**src/rtl/endgame_ctrl.sv**
```systemverilog
// rtl/endgame_ctrl.sv - end-of-match controller: scoring, win detect, banner slide/blink, restart
module endgame_ctrl #(
  parameter int         WIN_SCORE    = 5,
  parameter logic [9:0] BANNER_X     = 10'd250,
  parameter logic [9:0] BANNER_Y0    = 10'd0,
  parameter logic [9:0] BANNER_Y     = 10'd200,
  parameter int         SLIDE_STEP   = 8,
  parameter int         BLINK_FRAMES = 30
) (
  input  logic       clk,
  input  logic       reset,
  input  logic       frame_tick,
  input  logic       p1_point,
  input  logic       p2_point,
  input  logic       restart_btn,
  output logic [3:0] score1,
  output logic [3:0] score2,
  output logic [1:0] who_win,
  output logic       game_over,
  output logic       freeze,
  output logic [9:0] start_x,
  output logic [9:0] start_y,
  output logic       banner_on
);

  localparam logic [3:0]  WIN        = 4'(WIN_SCORE);
  localparam logic [10:0] STEP       = 11'(SLIDE_STEP);
  localparam logic [7:0]  BLINK_LAST = 8'(BLINK_FRAMES - 1);

  typedef enum logic [1:0] {
    PLAY  = 2'd0,
    SLIDE = 2'd1,
    SHOW  = 2'd2
  } state_t;

  state_t     state, state_n;
  logic [3:0] score1_n, score2_n;
  logic [1:0] who_win_n;
  logic       game_over_n;
  logic [9:0] start_y_n;
  logic       banner_on_n;
  logic [7:0] blink_cnt, blink_n;
  logic       restart_q, restart_edge;
  logic [3:0] inc1, inc2;
  logic [10:0] slide_next;

  assign start_x    = BANNER_X;
  assign inc1       = score1 + 4'd1;
  assign inc2       = score2 + 4'd1;
  assign slide_next = {1'b0, start_y} + STEP;

  always_comb begin
    state_n     = state;
    score1_n    = score1;
    score2_n    = score2;
    who_win_n   = who_win;
    game_over_n = game_over;
    start_y_n   = start_y;
    banner_on_n = banner_on;
    blink_n     = blink_cnt;
    case (state)
      PLAY: begin
        // Simultaneous points cancel out; only a lone pulse scores.
        if (p1_point && !p2_point) begin
          score1_n = inc1;
          if (inc1 == WIN) begin
            who_win_n   = 2'd1;
            game_over_n = 1'b1;
            banner_on_n = 1'b1;
            start_y_n   = BANNER_Y0;
            state_n     = SLIDE;
          end
        end else if (p2_point && !p1_point) begin
          score2_n = inc2;
          if (inc2 == WIN) begin
            who_win_n   = 2'd2;
            game_over_n = 1'b1;
            banner_on_n = 1'b1;
            start_y_n   = BANNER_Y0;
            state_n     = SLIDE;
          end
        end
      end
      SLIDE: begin
        if (frame_tick) begin
          if (slide_next >= {1'b0, BANNER_Y}) begin
            start_y_n = BANNER_Y;
            blink_n   = 8'd0;
            state_n   = SHOW;
          end else begin
            start_y_n = slide_next[9:0];
          end
        end
      end
      SHOW: begin
        if (restart_edge) begin
          score1_n    = 4'd0;
          score2_n    = 4'd0;
          who_win_n   = 2'd0;
          game_over_n = 1'b0;
          banner_on_n = 1'b0;
          start_y_n   = BANNER_Y0;
          state_n     = PLAY;
        end else if (frame_tick) begin
          if (blink_cnt == BLINK_LAST) begin
            blink_n     = 8'd0;
            banner_on_n = ~banner_on;
          end else begin
            blink_n = blink_cnt + 8'd1;
          end
        end
      end
      default: state_n = PLAY;
    endcase
  end

  always_ff @(posedge clk) begin
    if (reset) begin
      state        <= PLAY;
      score1       <= 4'd0;
      score2       <= 4'd0;
      who_win      <= 2'd0;
      game_over    <= 1'b0;
      freeze       <= 1'b0;
      start_y      <= BANNER_Y0;
      banner_on    <= 1'b0;
      blink_cnt    <= 8'd0;
      restart_q    <= restart_btn;
      restart_edge <= 1'b0;
    end else begin
      state        <= state_n;
      score1       <= score1_n;
      score2       <= score2_n;
      who_win      <= who_win_n;
      game_over    <= game_over_n;
      freeze       <= game_over_n;
      start_y      <= start_y_n;
      banner_on    <= banner_on_n;
      blink_cnt    <= blink_n;
      // Edge detection runs everywhere; only SHOW consumes it, so earlier edges just expire.
      restart_q    <= restart_btn;
      restart_edge <= restart_btn & ~restart_q;
    end
  end

endmodule
```
**config.mk**
```make
export PLATFORM = sky130hd
export DESIGN_NAME = endgame_ctrl
export DESIGN_NICKNAME = d
export VERILOG_FILES = /design/src/rtl/endgame_ctrl.sv
export SDC_FILE = /design/constraint.sdc
export NUM_CORES = 1
export LEC_CHECK = 0
export BUFFER_PORTS_ARGS = -buffer_cell sky130_fd_sc_hd__buf_4
export CAP_MARGIN = 30
export CORE_MARGIN = 5
export CORE_UTILIZATION = 59
export DETAILED_ROUTE_END_ITERATION = 7
export PLACE_DENSITY = 0.83
export SETUP_SLACK_MARGIN = 0.5
export SLEW_MARGIN = 20
export SYNTH_ARGS = -nofsm -noshare
export SYNTH_HDL_FRONTEND = slang
export SYNTH_SLANG_ARGS = --single-unit
```
**constraint.sdc**
```tcl
create_clock -name clk -period 3.29 [get_ports clk]
set_input_delay 0.1645 -clock clk [delete_from_list [all_inputs] [get_ports clk]]
set_output_delay 0.1645 -clock clk [all_outputs]
set_load 0.03 [all_outputs]
```
==> summary.txt <==
Status
  – Status: finished, final reports clean

Routing
  – DR pass1 iterations: 4
  – Routed WL per cell: ~14 um
  – ANT nets after route: 0
  – Via count: 1767
  – Routed WL: around 4200 um
  – Via density: 5.81
  – Initial DRC count: 126
  – Residual DRC: 0

Worst setup path
  – Crit path DAT: 2.68 ns
  – Worst path cell trace: ha_1, nand2b_1, or4_4, a31oi_1, a21bo_2, o21ai_2, mux2_2
  – Worst path slowest cell: or4_4
  – Crit-path max FO: 10
  – Capturing point of the worst reg2reg path: blink_cnt[0]
  – Crit path from: start_y[3]
  – Reg2reg setup slack: around 0.85 ns
  – Critical Path Start Type: flip-flop
  – Family with the most delay on the worst path: simple AND/OR/NAND/NOR gates
  – CP peak stage delay: roughly 0.49 ns
  – Reg2Reg Depth: 7
  – Type of destination of the critical path: flip-flop
  – Critical Path RT: roughly 3.5 ns
  – FF-to-FF Start: start_y[3]
  – Critical path class: reg2reg
  – Buf/Inv on CP: 0

Place
  – HPWL after DPL: between 3000 and 4000 um
  – # placed instances: approximately 300
  – Post-Place Setup Slack: 0.873 ns
  – Placer congestion estimate: 0.914
  – PortBufs: 25

Power and ir drop
  – Logic pwr share: about 9.7%
  – Seq pwr share: between 50% and 60%
  – Pint: 0.000523 W
  – Total power: 0.000710 W
  – Peak supply drop: 0.324 mV
  – PD cells: 328 nW/um2
  – NetSw: 0.000186 W
  – Clock Power Share: a little over a third
  – Switching share of power: between 20% and 30%
  – Leak: 0.874 nW

Hold path
  – Hold Crit Endpoint: state[1]
  – Hold depth: 3
  – Min-delay src: frame_tick
  – Hold crit path type: in2reg

Synthesis
  – Ys async rst share: 0%
  – #FFs+latches synth: 31
  – Mean Syn Cell Area: 8.21 um2
  – Share of the synthesized area in the top cell type: 32.2%
  – Netlist Area Pre-Place: about 1900 um2
  – Seq/Total Area, Yosys: between 30 and 40%
  – Ys flop type: dfxtp_1
  – EDFF count, synth: 0
  – Cell taking the most area after synthesis: dfxtp_1
  – Cells after Synth: ~240
  – Most common cell in the synthesized netlist: dfxtp_1
  – Yosys warnings: 0
  – Area contributors post-synth: dfxtp_1, ha_1, buf_4
  – Synth cell count leaders: dfxtp_1, nor2_1, a21oi_1, buf_4
  – Cell variety after synth: 60

Clock tree
  – Clock-pin slew on the worst setup and hold paths: 0.10 ns
  – CTS resizes: 0
  – Clock sinks: 31
  – Worst-case clock buffer depth: 2
  – H-tree depth: 2
  – Clk Latency, worst-skew pair: 0.33 ns
  – CTS tree: done
  – Cts bufs inserted: 5
  – CTS Root Cell: clkbuf_4

Timing
  – Unrepaired setup endpoints after global routing: false
  – Fin crit period: between 2 and 2.5 ns
  – Fin crit share: 74.3%
  – Worst slew margin: 39.4%
  – Fmax: 0.409 GHz
  – Endpoints failing setup: 0
  – Final hold violations: 0
  – Clk_skew: between 0.01 and 0.015 ns
  – Slew @ Worst Pin: 0.896 ns
  – Slack of the critical path: between 0.8 and 0.9 ns
  – Final hold slack: 0.119 ns
  – Final setup TNS: 0 ns
  – Final Slew Violations: 0

Floorplanning
  – Die Ht: 67.2 um
  – CORE AREA: 3100 um2
  – Initial Utilization: 62.2%
  – Num rows: 20
  – Die Width: 67.2 um
  – I/O pin count: 39
  – Die area: approximately 4500 um2

Global route
  – Largest net degree at the start of global routing: 27
  – Total gr overflow: 0
  – Total track usage: 20.5%
  – Initial antenna violation count: 0
  – Vias in the first global route: 1612
  – Global-route wire length before repair: 7240 um

Finish
  – Share of layout cells above drive strength 1: ~18%
  – # diodes: 0
  – Area Overhead vs Synth: 12.0%
  – Non-filler instance count after layout: 304
  – Nets@finish: 274

Flow run
  – Number of max-cap violations: 0
==> power groups by stage <==
stage	clock network (W)	registers, W	logic, W
floorplan	0	0.000397	0.0000587
global placement	0	0.000393	0.0000667
detailed placement	0	0.000393	0.0000669
CTS	0.000259	0.000385	0.0000682
global route	0.000282	0.000386	0.0000756
finish	0.000256	0.000385	0.0000686
==> stage by stage <==
step / instance area [um2] / util (%)
floorplan: 1970 / -
global placement: 2080 / 67.1
detailed placement: 2080 / 67.1
CTS: 2160 / 69.6
global route: 2160 / 69.6
finish: 2160 / 69.6
==> registers in the layout (all words and copies together), names as in the netlist <==
name	flops
blink_cnt	8
start_y	7
score1	4
score2	4
state	2
who_win	2
banner_on	1
freeze	1
restart_edge	1
restart_q	1
==> layer usage <==
metal  vias to the layer above  share of wire, %  global-route usage, %  wire (um)
met2                        64                46                   31.2       1930
li1                        885                 -                      -          -
met1                       811                46                   28.0       1920
met4                         0               1.4                   7.09         58
met5                         -                 0                      0          0
met3                         7               6.7                   5.66        280
==> how the worst max path moves through the flow <==
stage	end	slack [ns]	cells past startpoint
floorplan	blink_cnt[0]	0.92	7
global placement	blink_cnt[0]	0.94	7
detailed placement	blink_cnt[0]	0.87	7
CTS	blink_cnt[0]	0.86	7
global route	blink_cnt[3]	0.67	7
finish	blink_cnt[0]	0.85	7
==> cell usage in the layout, fill, tap and decap left out, drive strengths merged, types with 7 or more instances in the layout <==
cell type  count
inv           12
clkbuf         8
o21ai         19
nor2          19
nand2         13
nand3         10
conb          13
buf           25
dfxtp         31
a21oi         19
ha             9
o31ai          7
==> cell families after synthesis <==
kind of cell | share of synthesized area [%]
AOI/OAI and AO/OA | 25.2
adders and majority gates | 5.84
buffers and inverters | 9.14
DFF | 32.2
muxes | 1.62
other | 0.389
and+or+nand+nor | 25.6
==> final cells by class <==
cell class,count,area (um2)
multi-input cells,183,1170
fillers,272,942
flip-flops and latches,31,621
repair buffers,26,198
clock buffers,8,68.8
well taps,44,55.1
inverters,12,45.0
==> repair_timing <==
| action | CTS | global route |
|---|---|---|
| setup buffers | 0 | 0 |
| hold endpoints to repair | 1 | 0 |
| setup endpoints to repair | 0 | 0 |
| hold buffers | 1 | 0 |
==> worst min-delay path, delay by kind of cell <==
kind / cells / cell delay [ns]
buf+inv: 1 / 0.11
compound gates: 1 / 0.07
simple gates: 1 / 0.08
Power figures use the tool's default switching activity.
